===== src/rtl/p2p_egress_wrr_sched_if.sv =====
// Egress queue pop/data and merged output handshake bundle for p2p_egress_wrr_sched.
// master = scheduler side, slave = queues plus downstream formatter side.
interface p2p_egress_wrr_sched_if #(
   parameter int unsigned EGRESS_QUEUE_WIDTH = 288
);
   logic                          i_q0_empty;
   logic                          o_q0_rd_en;
   logic [EGRESS_QUEUE_WIDTH-1:0] iv_q0_data;
   logic                          i_q1_empty;
   logic                          o_q1_rd_en;
   logic [EGRESS_QUEUE_WIDTH-1:0] iv_q1_data;
   logic                          o_out_valid;
   logic [EGRESS_QUEUE_WIDTH-1:0] ov_out_data;
   logic                          i_out_ready;

   modport master (
      input  i_q0_empty, iv_q0_data, i_q1_empty, iv_q1_data, i_out_ready,
      output o_q0_rd_en, o_q1_rd_en, o_out_valid, ov_out_data
   );

   modport slave (
      output i_q0_empty, iv_q0_data, i_q1_empty, iv_q1_data, i_out_ready,
      input  o_q0_rd_en, o_q1_rd_en, o_out_valid, ov_out_data
   );
endinterface


===== src/rtl/p2p_egress_wrr_sched.sv =====
// Packet-granular two-queue weighted round-robin egress scheduler with one registered output stage.
// Optional per-queue packet counters enabled by defining P2P_SCHED_STAT_EN.
module p2p_egress_wrr_sched #(
   parameter int unsigned EGRESS_QUEUE_WIDTH = 288,
   parameter int unsigned WEIGHT_WIDTH       = 8,
   parameter int unsigned CNT_WIDTH          = 32
) (
   input  logic                 clk,
   input  logic                 rst,
   input  logic [31:0]          rw_data,
   p2p_egress_wrr_sched_if.master bus,
   output logic [CNT_WIDTH-1:0] ov_q0_pkt_cnt,
   output logic [CNT_WIDTH-1:0] ov_q1_pkt_cnt
);
   localparam int unsigned END_BIT = 257;

   localparam logic [1:0] IDLE  = 2'd0;
   localparam logic [1:0] XFER0 = 2'd1;
   localparam logic [1:0] XFER1 = 2'd2;

   logic [1:0]                    state, state_nxt;
   logic                          pref, pref_nxt;
   logic [WEIGHT_WIDTH-1:0]       credit, credit_nxt;
   logic                          out_valid;
   logic [EGRESS_QUEUE_WIDTH-1:0] out_data;

   logic [WEIGHT_WIDTH-1:0]       w0_raw, w1_raw, w0_eff, w1_eff, wp_eff;
   logic                          pref_empty, other_empty;
   logic                          out_free, q0_rd, q1_rd, pop_end;
   logic [EGRESS_QUEUE_WIDTH-1:0] pop_data;
   logic                          unused_rw;

   assign unused_rw = ^rw_data[31:2*WEIGHT_WIDTH];

   // A zero weight still grants one packet per turn
   assign w0_raw = rw_data[WEIGHT_WIDTH-1:0];
   assign w1_raw = rw_data[2*WEIGHT_WIDTH-1:WEIGHT_WIDTH];
   assign w0_eff = (w0_raw == '0) ? WEIGHT_WIDTH'(1) : w0_raw;
   assign w1_eff = (w1_raw == '0) ? WEIGHT_WIDTH'(1) : w1_raw;
   assign wp_eff = pref ? w1_eff : w0_eff;

   assign pref_empty  = pref ? bus.i_q1_empty : bus.i_q0_empty;
   assign other_empty = pref ? bus.i_q0_empty : bus.i_q1_empty;

   // Pops are gated by reset so an in-flight packet stops draining immediately
   assign out_free = !out_valid || bus.i_out_ready;
   assign q0_rd    = rst && (state == XFER0) && !bus.i_q0_empty && out_free;
   assign q1_rd    = rst && (state == XFER1) && !bus.i_q1_empty && out_free;
   assign pop_data = q1_rd ? bus.iv_q1_data : bus.iv_q0_data;
   assign pop_end  = (q0_rd && bus.iv_q0_data[END_BIT]) || (q1_rd && bus.iv_q1_data[END_BIT]);

   assign bus.o_q0_rd_en  = q0_rd;
   assign bus.o_q1_rd_en  = q1_rd;
   assign bus.o_out_valid = out_valid;
   assign bus.ov_out_data = out_data;

   always_ff @(posedge clk) begin
      if (!rst) begin
         state  <= IDLE;
         pref   <= 1'b0;
         credit <= '0;
      end else begin
         state  <= state_nxt;
         pref   <= pref_nxt;
         credit <= credit_nxt;
      end
   end

   // Scheduling decision happens only in IDLE; a granted packet runs to its end beat
   always_comb begin
      state_nxt  = state;
      pref_nxt   = pref;
      credit_nxt = credit;
      case (state)
         IDLE: begin
            if (!pref_empty && (credit < wp_eff)) begin
               state_nxt  = pref ? XFER1 : XFER0;
               credit_nxt = credit + WEIGHT_WIDTH'(1);
            end else if (!other_empty) begin
               state_nxt  = pref ? XFER0 : XFER1;
               pref_nxt   = !pref;
               credit_nxt = WEIGHT_WIDTH'(1);
            end else if (!pref_empty) begin
               state_nxt  = pref ? XFER1 : XFER0;
               credit_nxt = WEIGHT_WIDTH'(1);
            end
         end
         XFER0, XFER1: begin
            if (pop_end) state_nxt = IDLE;
         end
         default: state_nxt = IDLE;
      endcase
   end

   always_ff @(posedge clk) begin
      if (!rst) begin
         out_valid <= 1'b0;
         out_data  <= '0;
      end else if (q0_rd || q1_rd) begin
         out_valid <= 1'b1;
         out_data  <= pop_data;
      end else if (bus.i_out_ready) begin
         out_valid <= 1'b0;
      end
   end

`ifdef P2P_SCHED_STAT_EN
   logic [CNT_WIDTH-1:0] q0_cnt, q1_cnt;

   always_ff @(posedge clk) begin
      if (!rst) begin
         q0_cnt <= '0;
         q1_cnt <= '0;
      end else begin
         if (q0_rd && bus.iv_q0_data[END_BIT]) q0_cnt <= q0_cnt + CNT_WIDTH'(1);
         if (q1_rd && bus.iv_q1_data[END_BIT]) q1_cnt <= q1_cnt + CNT_WIDTH'(1);
      end
   end

   assign ov_q0_pkt_cnt = q0_cnt;
   assign ov_q1_pkt_cnt = q1_cnt;
`else
   assign ov_q0_pkt_cnt = '0;
   assign ov_q1_pkt_cnt = '0;
`endif

endmodule

===== src/flat_wrapper.sv =====
// flat-port wrapper written by rule: the top's interface ports become plain ports
module p2p_egress_wrr_sched_flat 
#(
   parameter int unsigned EGRESS_QUEUE_WIDTH = 288,
   parameter int unsigned WEIGHT_WIDTH       = 8,
   parameter int unsigned CNT_WIDTH          = 32
)
  (clk, rst, rw_data, ov_q0_pkt_cnt, ov_q1_pkt_cnt, bus_i_q0_empty, bus_iv_q0_data, bus_i_q1_empty, bus_iv_q1_data, bus_i_out_ready, bus_o_q0_rd_en, bus_o_q1_rd_en, bus_o_out_valid, bus_ov_out_data);
  p2p_egress_wrr_sched_if #(.EGRESS_QUEUE_WIDTH(EGRESS_QUEUE_WIDTH)) bus_i ();
  input  logic clk;
  input  logic rst;
  input  logic [31:0] rw_data;
  output logic [CNT_WIDTH-1:0] ov_q0_pkt_cnt;
  output logic [CNT_WIDTH-1:0] ov_q1_pkt_cnt;
  input wire logic [$bits(bus_i.i_q0_empty)-1:0] bus_i_q0_empty;
  input wire logic [$bits(bus_i.iv_q0_data)-1:0] bus_iv_q0_data;
  input wire logic [$bits(bus_i.i_q1_empty)-1:0] bus_i_q1_empty;
  input wire logic [$bits(bus_i.iv_q1_data)-1:0] bus_iv_q1_data;
  input wire logic [$bits(bus_i.i_out_ready)-1:0] bus_i_out_ready;
  output wire logic [$bits(bus_i.o_q0_rd_en)-1:0] bus_o_q0_rd_en;
  output wire logic [$bits(bus_i.o_q1_rd_en)-1:0] bus_o_q1_rd_en;
  output wire logic [$bits(bus_i.o_out_valid)-1:0] bus_o_out_valid;
  output wire logic [$bits(bus_i.ov_out_data)-1:0] bus_ov_out_data;
  assign bus_i.i_q0_empty = bus_i_q0_empty;
  assign bus_i.iv_q0_data = bus_iv_q0_data;
  assign bus_i.i_q1_empty = bus_i_q1_empty;
  assign bus_i.iv_q1_data = bus_iv_q1_data;
  assign bus_i.i_out_ready = bus_i_out_ready;
  assign bus_o_q0_rd_en = bus_i.o_q0_rd_en;
  assign bus_o_q1_rd_en = bus_i.o_q1_rd_en;
  assign bus_o_out_valid = bus_i.o_out_valid;
  assign bus_ov_out_data = bus_i.ov_out_data;
  p2p_egress_wrr_sched #(.EGRESS_QUEUE_WIDTH(EGRESS_QUEUE_WIDTH), .WEIGHT_WIDTH(WEIGHT_WIDTH), .CNT_WIDTH(CNT_WIDTH)) u_core (.clk(clk), .rst(rst), .rw_data(rw_data), .bus(bus_i), .ov_q0_pkt_cnt(ov_q0_pkt_cnt), .ov_q1_pkt_cnt(ov_q1_pkt_cnt));
endmodule

===== config.mk =====
export PLATFORM = sky130hd
export DESIGN_NAME = p2p_egress_wrr_sched_flat
export DESIGN_NICKNAME = d
export VERILOG_FILES = /design/src/rtl/p2p_egress_wrr_sched_if.sv /design/src/rtl/p2p_egress_wrr_sched.sv /design/src/flat_wrapper.sv
export SDC_FILE = /design/constraint.sdc
export NUM_CORES = 1
export LEC_CHECK = 0
export BUFFER_PORTS_ARGS = -buffer_cell sky130_fd_sc_hd__buf_2
export CORE_AREA = 2 2 379 381
export DETAILED_ROUTE_END_ITERATION = 16
export DIE_AREA = 0 0 381 383
export GPL_TIMING_DRIVEN = 0
export PLACE_DENSITY_LB_ADDON = 0.3
export SETUP_SLACK_MARGIN = 0.15
export SYNTH_ARGS = -nofsm -noshare
export SYNTH_HDL_FRONTEND = slang
export SYNTH_SLANG_ARGS = --single-unit

===== constraint.sdc =====
create_clock -name clk -period 7.4 [get_ports clk]
set_input_delay 1.48 -clock clk [delete_from_list [all_inputs] [get_ports clk]]
set_output_delay 1.48 -clock clk [all_outputs]
set_load 0.02 [all_outputs]

======== Word-level counts from Yosys, hierarchy flattened ========
Index checks and enable logic that the tools add are counted.
word-level totals
  logic and storage cells ................. 57
  flip-flop bits (word level) ............. 300
  input port bits ......................... 613
operators by class
  magnitude comparators ................... 1
  muxes and demuxes ....................... 18
  bitwise operators ....................... 2
  reduce and logical (&&, ||, !) cells .... 25
  add/subtract/negate cells ............... 1
  eq/ne operators ......................... 5
operators by type and width
  operator                                              count
  2-to-1 mux 288 bit                                    1
  2-to-1 mux 8 bit                                      6
  logical NOT 8 bit                                     2
  2-to-1 mux 2 bit                                      6
  logical AND 1 bit                                     9
  adder 8 x 1 -> 8 bit (second input constant)          1
  < comparator 8 bit                                    1
  logical NOT 1 bit                                     5
  2-to-1 mux 1 bit                                      4
  != test 4 bit (second input constant)                 1
  case mux 2 bit (2 select lines)                       1
  AND reduction 2 bit                                   2
  logical OR 1 bit                                      3
  != test 3 bit (second input constant)                 1
  AND reduction 3 bit                                   1
  equality test 2 x 1 -> 1 bit (second input constant)  1
  equality test 2 bit (second input constant)           1
  logical NOT 2 bit                                     1
  != test 2 x 1 -> 1 bit (second input constant)        1
  inverter 1 bit                                        2
  nonzero test 2 bit                                    1
  OR reduction 2 bit                                    1

======== Depth between registers and ports, before layout ========
Gate-level depths: netlist of the first run.
  depth after elaboration ................. 8
  depth in mapped cells ................... 9

======== Worst setup path after synthesis of the first run ========
No wires, ideal clock.
  kind .................................... input to output
  start ................................... input port bus_i_out_ready
  end ..................................... output port bus_o_q0_rd_en
  buffers on the path ..................... 2
  setup slack ............................. 3.632 ns
  data arrival time ....................... 2.288 ns
  stages on the path ...................... 5
  path through ............................ nand2b_1 nand4b_1 inv_1 buf_4 clkbuf_1
on the way
  longest elaborated chain between the ends .. 2
RTL lines
  element             line                        source
  start: declaration  flat_wrapper.sv:19          input wire logic [$bits(bus_i.i_out_ready)-1:0] bus_i_out_ready;
  logical OR 1 bit    p2p_egress_wrr_sched.sv:46  assign out_free = !out_valid || bus.i_out_ready;
  logical AND 1 bit   p2p_egress_wrr_sched.sv:47  assign q0_rd = rst && (state == XFER0) && !bus.i_q0_empty && out_free;
  end: declaration    flat_wrapper.sv:20          output wire logic [$bits(bus_i.o_q0_rd_en)-1:0] bus_o_q0_rd_en;
No other way between the ends.

======== Worst setup path after layout of the first run ========
Ends and elaborated chain as after synthesis.

==> flow_summary.json, run 1 <==
{
  "status": "complete, no violations",
  "synthMuxAreaShare": 0.00660,
  "vias": 17235,
  "worst_pin_slew_ps": 1280,
  "grt_max_degree": 12,
  "synthDistinctLibCells": 40,
  "fin_crit_ps": 4560,
  "yosys.area_share.simple": 0.252,
  "p_comb_frac": 0.261,
  "die_area_um2": 146000,
  "place_hpwl_um": 99600,
  "antenna_found_initial": 46,
  "seq_area_um2": 6010,
  "remaining_drc_errors": 0,
  "overflow": 0,
  "leakagePower_nw": 9.42,
  "finalWirelength_um": 117000,
  "gp_congestion": 0.936,
  "numCtsBuffers": 43,
  "worstPathMaxFanout": 10,
  "grt_usage": 0.152,
  "synth.avg_cell_area_um2": 7.67,
  "via_per_inst": 3.66,
  "core_area_um2": 142000,
  "clkLatencyLatePin_ps": 620,
  "post_cts_buffers": 0,
  "critPathRequiredTime_ps": 5920,
  "boundaryPins": 968,
  "cts_tree": "done",
  "finalHoldViolCount": 0,
  "yosysWarningCount": 0,
  "clk_pin_slew_ps": 50,
  "p_clk_frac": 0.389,
  "syn_to_final_growth_pct": 62.2,
  "rows": 139,
  "synthAdderAreaFrac": 0.0101,
  "dr.pass1.iters": 5,
  "synth-compound-area-share": 0.200,
  "io_buffers": 887,
  "max_cap_viol_count": 0,
  "critPathArrivalTime_ps": 3080,
  "ys_seq_area_frac": 0.440,
  "grt_pass1_wl_um": 151000,
  "rsz0062_at_grt": "false",
  "netSwitchingFraction": 0.366,
  "pwr-share-seq": 0.350,
  "finalMaxSlewViolations": 0,
  "power.density_nw_per_um2": 249,
  "die_w_um": 381,
  "multi_input_area_um2": 6690,
  "synth_top_family_by_area": "simple AND/OR/NAND/NOR gates",
  "fin_crit_sh": 0.616,
  "hold_path_class": "register to register",
  "ys_ff_latch": 300,
  "setup_viol": 0,
  "fin_skew_ps": 34.3,
  "synthXorXnorAreaFrac": 0.00385,
  "dieHeight_um": 383,
  "numClockSinks": 300,
  "holdBufCountCts": 0,
  "slew_headroom": 0.147,
  "fmax_ghz": 0.219,
  "ctsResizeCount": 0,
  "drtAntennaViolNets": 0,
  "initial_utilization": 0.0959,
  "fin_setup_tns_ps": 0,
  "critPathKind": "input port to output port",
  "routedWlPerCell_um": 24.7,
  "grt_pass1_vias": 17024,
  "ir_worst_vdd_mv": 0.115,
  "synth_area_um2": 13600,
  "syn_inst": 1779,
  "startpoint_type": "input port",
  "clockRootBuffer": "clkbuf_16",
  "internal-power_w": 0.00350,
  "p_sw_w": 0.00202,
  "clock_path_buffers": 3,
  "fill_cells": 16700,
  "hold_slack_ps": 477,
  "cp-end-kind": "output port",
  "layout.nets": 3398,
  "drive_gt1_frac": 0.381,
  "htree_levels": 2,
  "drt-initial-drc-count": 962
}
-- synthesized netlist by cell type --
master	number	share of area
a2111oi_2	1	0.0011
a211o_1	1	0.00064
a211oi_1	2	0.0011
a21boi_1	1	0.00055
a21oi_1	3	0.0011
a221oi_1	2	0.0013
a311oi_1	287	0.18
a31oi_1	3	0.0014
and3_1	3	0.0014
buf_1	3	0.00083
buf_2	45	0.017
buf_4	65	0.036
clkbuf_1	113	0.031
conb_1	1	0.00027
dfxtp_1	300	0.44
ha_1	11	0.010
inv_1	7	0.0019
inv_2	2	0.00055
mux2i_1	9	0.0066
nand2_1	580	0.16
nand2b_1	3	0.0014
nand3_1	4	0.0015
nand4_1	4	0.0018
nand4b_1	1	0.00064
nor2_1	297	0.082
nor2b_1	1	0.00046
nor3_1	1	0.00037
nor3b_1	1	0.00055
nor4_1	4	0.0018
o2111ai_1	3	0.0019
o211ai_1	3	0.0017
o21ai_0	3	0.0011
o21ai_1	3	0.0011
o2bb2a_1	1	0.00073
o311ai_0	1	0.00064
o31a_1	1	0.00064
o41ai_2	1	0.0012
or3_1	2	0.00092
xnor2_1	2	0.0013
xor2_1	4	0.0026
-- critical path, cell delays in order --
cell and delay (ps):
buf_2 120, nand2b_1 150, nand4b_1 120, inv_1 80, buf_4 280, clkbuf_1 550
buf_2 290
-- state kept, by name, indices dropped and copies added (netlist names) --
name,count
u_core.bus.ov_out_data,288
u_core.state,2
u_core.pref,1
u_core.bus.o_out_valid,1
u_core.credit,8
-- cell type report --
type,count,share of cell area
inverters,9,0.00153
multi-input cells,1307,0.303
repair buffers,887,0.201
plain buffers,226,0.0521
clock buffers,56,0.0535
well taps,1903,0.108
diodes,11,0.00124
flip-flops and latches,300,0.271
clock inverters,15,0.00944
-- cells in the final DEF, fill, tap and decap left out, types with 4 or more instances in the layout --
cell type	instances
clkbuf_1	117
conb_1	64
ha_1	11
xor2_1	4
clkbuf_16	43
diode_2	11
nand4_1	4
bufinv_16	4
clkbuf_8	6
nor4_1	4
buf_2	932
nand2_1	580
nor2_1	297
clkinv_2	5
buf_4	65
dfxtp_1	300
nand3_1	4
mux2i_1	9
inv_1	7
a311oi_1	287
-- cell families after synthesis --
family                   count (synthesis)
AND/OR/NAND/NOR                        901
AO/OA/AOI/OAI                          316
flip-flops                             300
buffers and inverters                  235
adder cells (fa/ha/maj)                 11
multiplexers                             9
XOR/XNOR                                 6
other                                    1
-- per-layer routing --
layer  vias up  track usage  share of wire
li1       8090            -              -
met1      8176        0.190           0.43
met2       807        0.256           0.48
met3       128       0.0426          0.072
met4        34       0.0366          0.022
met5         -            0         0.0018
-- per-stage QoR --
| step | area [um2] | worst slack, ps | instances | util | power, W |
|---|---|---|---|---|---|
| finish | 22100 | 2840 | 4714 | 0.156 | 0.00552 |
| global route | 22100 | 2720 | 4708 | 0.155 | 0.00578 |
| CTS | 22100 | 2800 | 4703 | 0.155 | 0.00563 |
| detailed placement | 20700 | 2580 | 4632 | 0.146 | 0.00343 |
| global placement | 20700 | 2220 | 4632 | 0.146 | 0.00343 |
| floorplan | 13900 | 3630 | 1842 | - | 0.00261 |
-- power groups by stage --
stage               Combinational, W  Clock [W]  Sequential [W]
floorplan                   0.000497          0         0.00211
global placement             0.00147          0         0.00196
detailed placement           0.00147          0         0.00196
CTS                          0.00147    0.00223         0.00193
global route                 0.00154    0.00229         0.00195
finish                       0.00144    0.00215         0.00193
-- worst paths after layout --
kind | startpoint | to | slack [ps] | depth (start not counted)
hold reg to reg | u_core.bus.ov_out_data[23] | u_core.bus.ov_out_data[23] | 480 | 2
hold / removal | u_core.bus.ov_out_data[23] | u_core.bus.ov_out_data[23] | 480 | 2
setup reg to reg | u_core.state[0] | u_core.bus.ov_out_data[1] | 3920 | 9
setup / recovery | bus_i_out_ready | bus_o_q0_rd_en | 2840 | 7
Note: power is estimated with default switching activity, not from simulation.
==> run 2, diff against run 1 <==
- CORE_AREA: 2 2 379 381 -> 2 2 381 383
- DIE_AREA: 0 0 381 383 -> 0 0 383 385
- clock period: 7.4 -> 4.3 ns (I/O delays scaled with it)
==> run 2 against run 1 <==
Effect of this change:
- die area rose by 1.0%
- register-to-register slack got worse by 3300 ps
- design area fell by 0.19%
- worst hold slack barely moved
- via count fell by 0.60%
- clock skew fell by 23 ps
- power rose by 68%
- final cell count barely moved
- utilization fell by 0.12 points
- critical path depth rose by 2
- critical path type is now register to register
- critical endpoint is now u_core.bus.ov_out_data[3]
- largest power group unchanged
==> flow_summary.json, run 2 (synthesized netlist as in run 1, its figures left out) <==
{
  "status": "complete, no violations",
  "gp_congestion": 0.931,
  "core_area_um2": 143000,
  "rsz0062_at_grt": "false",
  "r2r-end": "u_core.bus.ov_out_data[3]",
  "cts_tree": "done",
  "dp_cells": 4632,
  "dr.pass1.iters": 5,
  "hold_path_class": "register to register",
  "internal-power_w": 0.00596,
  "r2r_slack_ps": 650,
  "clockRootBuffer": "clkbuf_16",
  "worstPathMaxFanout": 10,
  "netSwitchingFraction": 0.357,
  "drt-initial-drc-count": 1173,
  "dieHeight_um": 385,
  "drive_gt1_frac": 0.380,
  "remaining_drc_errors": 0,
  "fill_cells": 16611,
  "cp-end-kind": "register",
  "max_cap_viol_count": 0,
  "rows": 139,
  "vias": 17131,
  "ctsResizeCount": 0,
  "fin_setup_tns_ps": 0,
  "worstHoldEndpoint": "u_core.bus.ov_out_data[95]",
  "layout.nets": 3397,
  "grt_pass1_wl_um": 143000,
  "fin_crit_sh": 0.848,
  "antenna_found_initial": 30,
  "fin_crit_ps": 3650,
  "critPathKind": "register to register",
  "hold_slack_ps": 477,
  "power.density_nw_per_um2": 420,
  "p_comb_frac": 0.262,
  "boundaryPins": 968,
  "slew_headroom": 0.0730,
  "clk_pin_slew_ps": 60,
  "ir_worst_vdd_mv": 0.278,
  "initial_utilization": 0.0953,
  "setup_viol": 0,
  "drtAntennaViolNets": 0,
  "pwr-share-seq": 0.354,
  "grt_pass1_vias": 16944,
  "largest_reg_flops": 288,
  "holdBufCountCts": 0,
  "finalWirelength_um": 110000,
  "finalMaxSlewViolations": 0,
  "post_cts_buffers": 0,
  "io_buffers": 887,
  "whs_path_depth": 2,
  "grt_usage": 0.141,
  "die_w_um": 383,
  "overflow": 0,
  "place_hpwl_um": 94300,
  "htree_levels": 2,
  "leakagePower_nw": 9.42,
  "critPathRequiredTime_ps": 4800,
  "layout_commonest_cell": "buf_2",
  "startpoint_type": "register",
  "fin_skew_ps": 11.7,
  "die_area_um2": 147000,
  "numCtsBuffers": 42,
  "grt_max_degree": 11,
  "routedWlPerCell_um": 23.3,
  "fin_cells": 4713,
  "p_sw_w": 0.00331,
  "syn_to_final_growth_pct": 61.9,
  "clkLatencyLatePin_ps": 590,
  "worst_pin_slew_ps": 1390,
  "critPathArrivalTime_ps": 4140,
  "hp-start": "u_core.bus.ov_out_data[95]",
  "p_clk_frac": 0.384,
  "fmax_ghz": 0.274,
  "numClockSinks": 300,
  "fin_area_um2": 22100,
  "via_per_inst": 3.63,
  "layout_common_cells": "buf_2, nand2_1, dfxtp_1",
  "finalHoldViolCount": 0,
  "placed_cell_area_um2": 20700,
  "reg2regPathDepth": 9,
  "clock_path_buffers": 3,
  "reg2reg_from": "u_core.state[0]"
}
[run 2: changes by cell type in the layout (fill, tap and decap cells not counted), sizes merged]
cell,before,now
clkinv,7,8
inv,10,9
bufinv,4,1
diode,11,7
clkbuf,169,177
clkinvlp,3,1
[run 2: through the flow]
step / util / setup WS [ps] / power (W)
floorplan: - / 1690 / 0.00449
global placement: 0.145 / -282 / 0.00582
detailed placement: 0.145 / -2.73 / 0.00581
CTS: 0.154 / 400 / 0.00948
global route: 0.154 / 313 / 0.00974
finish: 0.154 / 652 / 0.00927
[run 2: final cells by class]
class / count / area, um2 / share of cell area
buffer: 226 / 1150 / 0.0521
clock inverter: 10 / 77.6 / 0.00351
sequential: 300 / 6010 / 0.272
timing repair buffer: 887 / 4440 / 0.201
inverter: 9 / 33.8 / 0.00153
tap: 1903 / 2380 / 0.108
clock buffer: 64 / 1290 / 0.0583
multi-input combinational: 1307 / 6690 / 0.303
antenna: 7 / 17.5 / 0.000793
[run 2: worst max path at each step]
stage,from,slack (ps),depth (start not counted),end
2_1_floorplan,u_core.pref,1690,9,u_core.credit[2]
3_5_place_dp,bus_i_q1_empty,-3,8,u_core.bus.ov_out_data[3]
4_1_cts,u_core.state[0],400,9,u_core.bus.ov_out_data[3]
5_1_grt,u_core.state[0],310,9,u_core.bus.ov_out_data[3]
3_3_place_gp,bus_i_q1_empty,-280,8,u_core.bus.ov_out_data[116]
6_report,u_core.state[0],650,9,u_core.bus.ov_out_data[3]
[run 2: layer usage]
layer | global-route usage | vias up | part of all wire
met3 | 0.0473 | 126 | 0.092
met2 | 0.233 | 783 | 0.47
met4 | 0.0380 | 30 | 0.023
met5 | 0 | - | 0.0017
li1 | - | 8094 | -
met1 | 0.174 | 8098 | 0.41
[run 2: worst max-delay path: stages, from the launching register on]
cell	delay, ps
dfxtp_1	350
inv_1	70
ha_1	200
nand2b_1	110
or3_1	110
buf_2	380
clkbuf_1	1060
clkbuf_1	730
nor2_1	240
a311oi_1	280
[run 2: power by group through the flow]
| stage | Sequential (W) | Combinational (W) | Clock [W] |
|---|---|---|---|
| finish | 0.00328 | 0.00243 | 0.00356 |
| global route | 0.00331 | 0.00264 | 0.00379 |
| CTS | 0.00328 | 0.00249 | 0.00371 |
| detailed placement | 0.00333 | 0.00248 | 0 |
| global placement | 0.00333 | 0.00249 | 0 |
| floorplan | 0.00363 | 0.000855 | 0 |
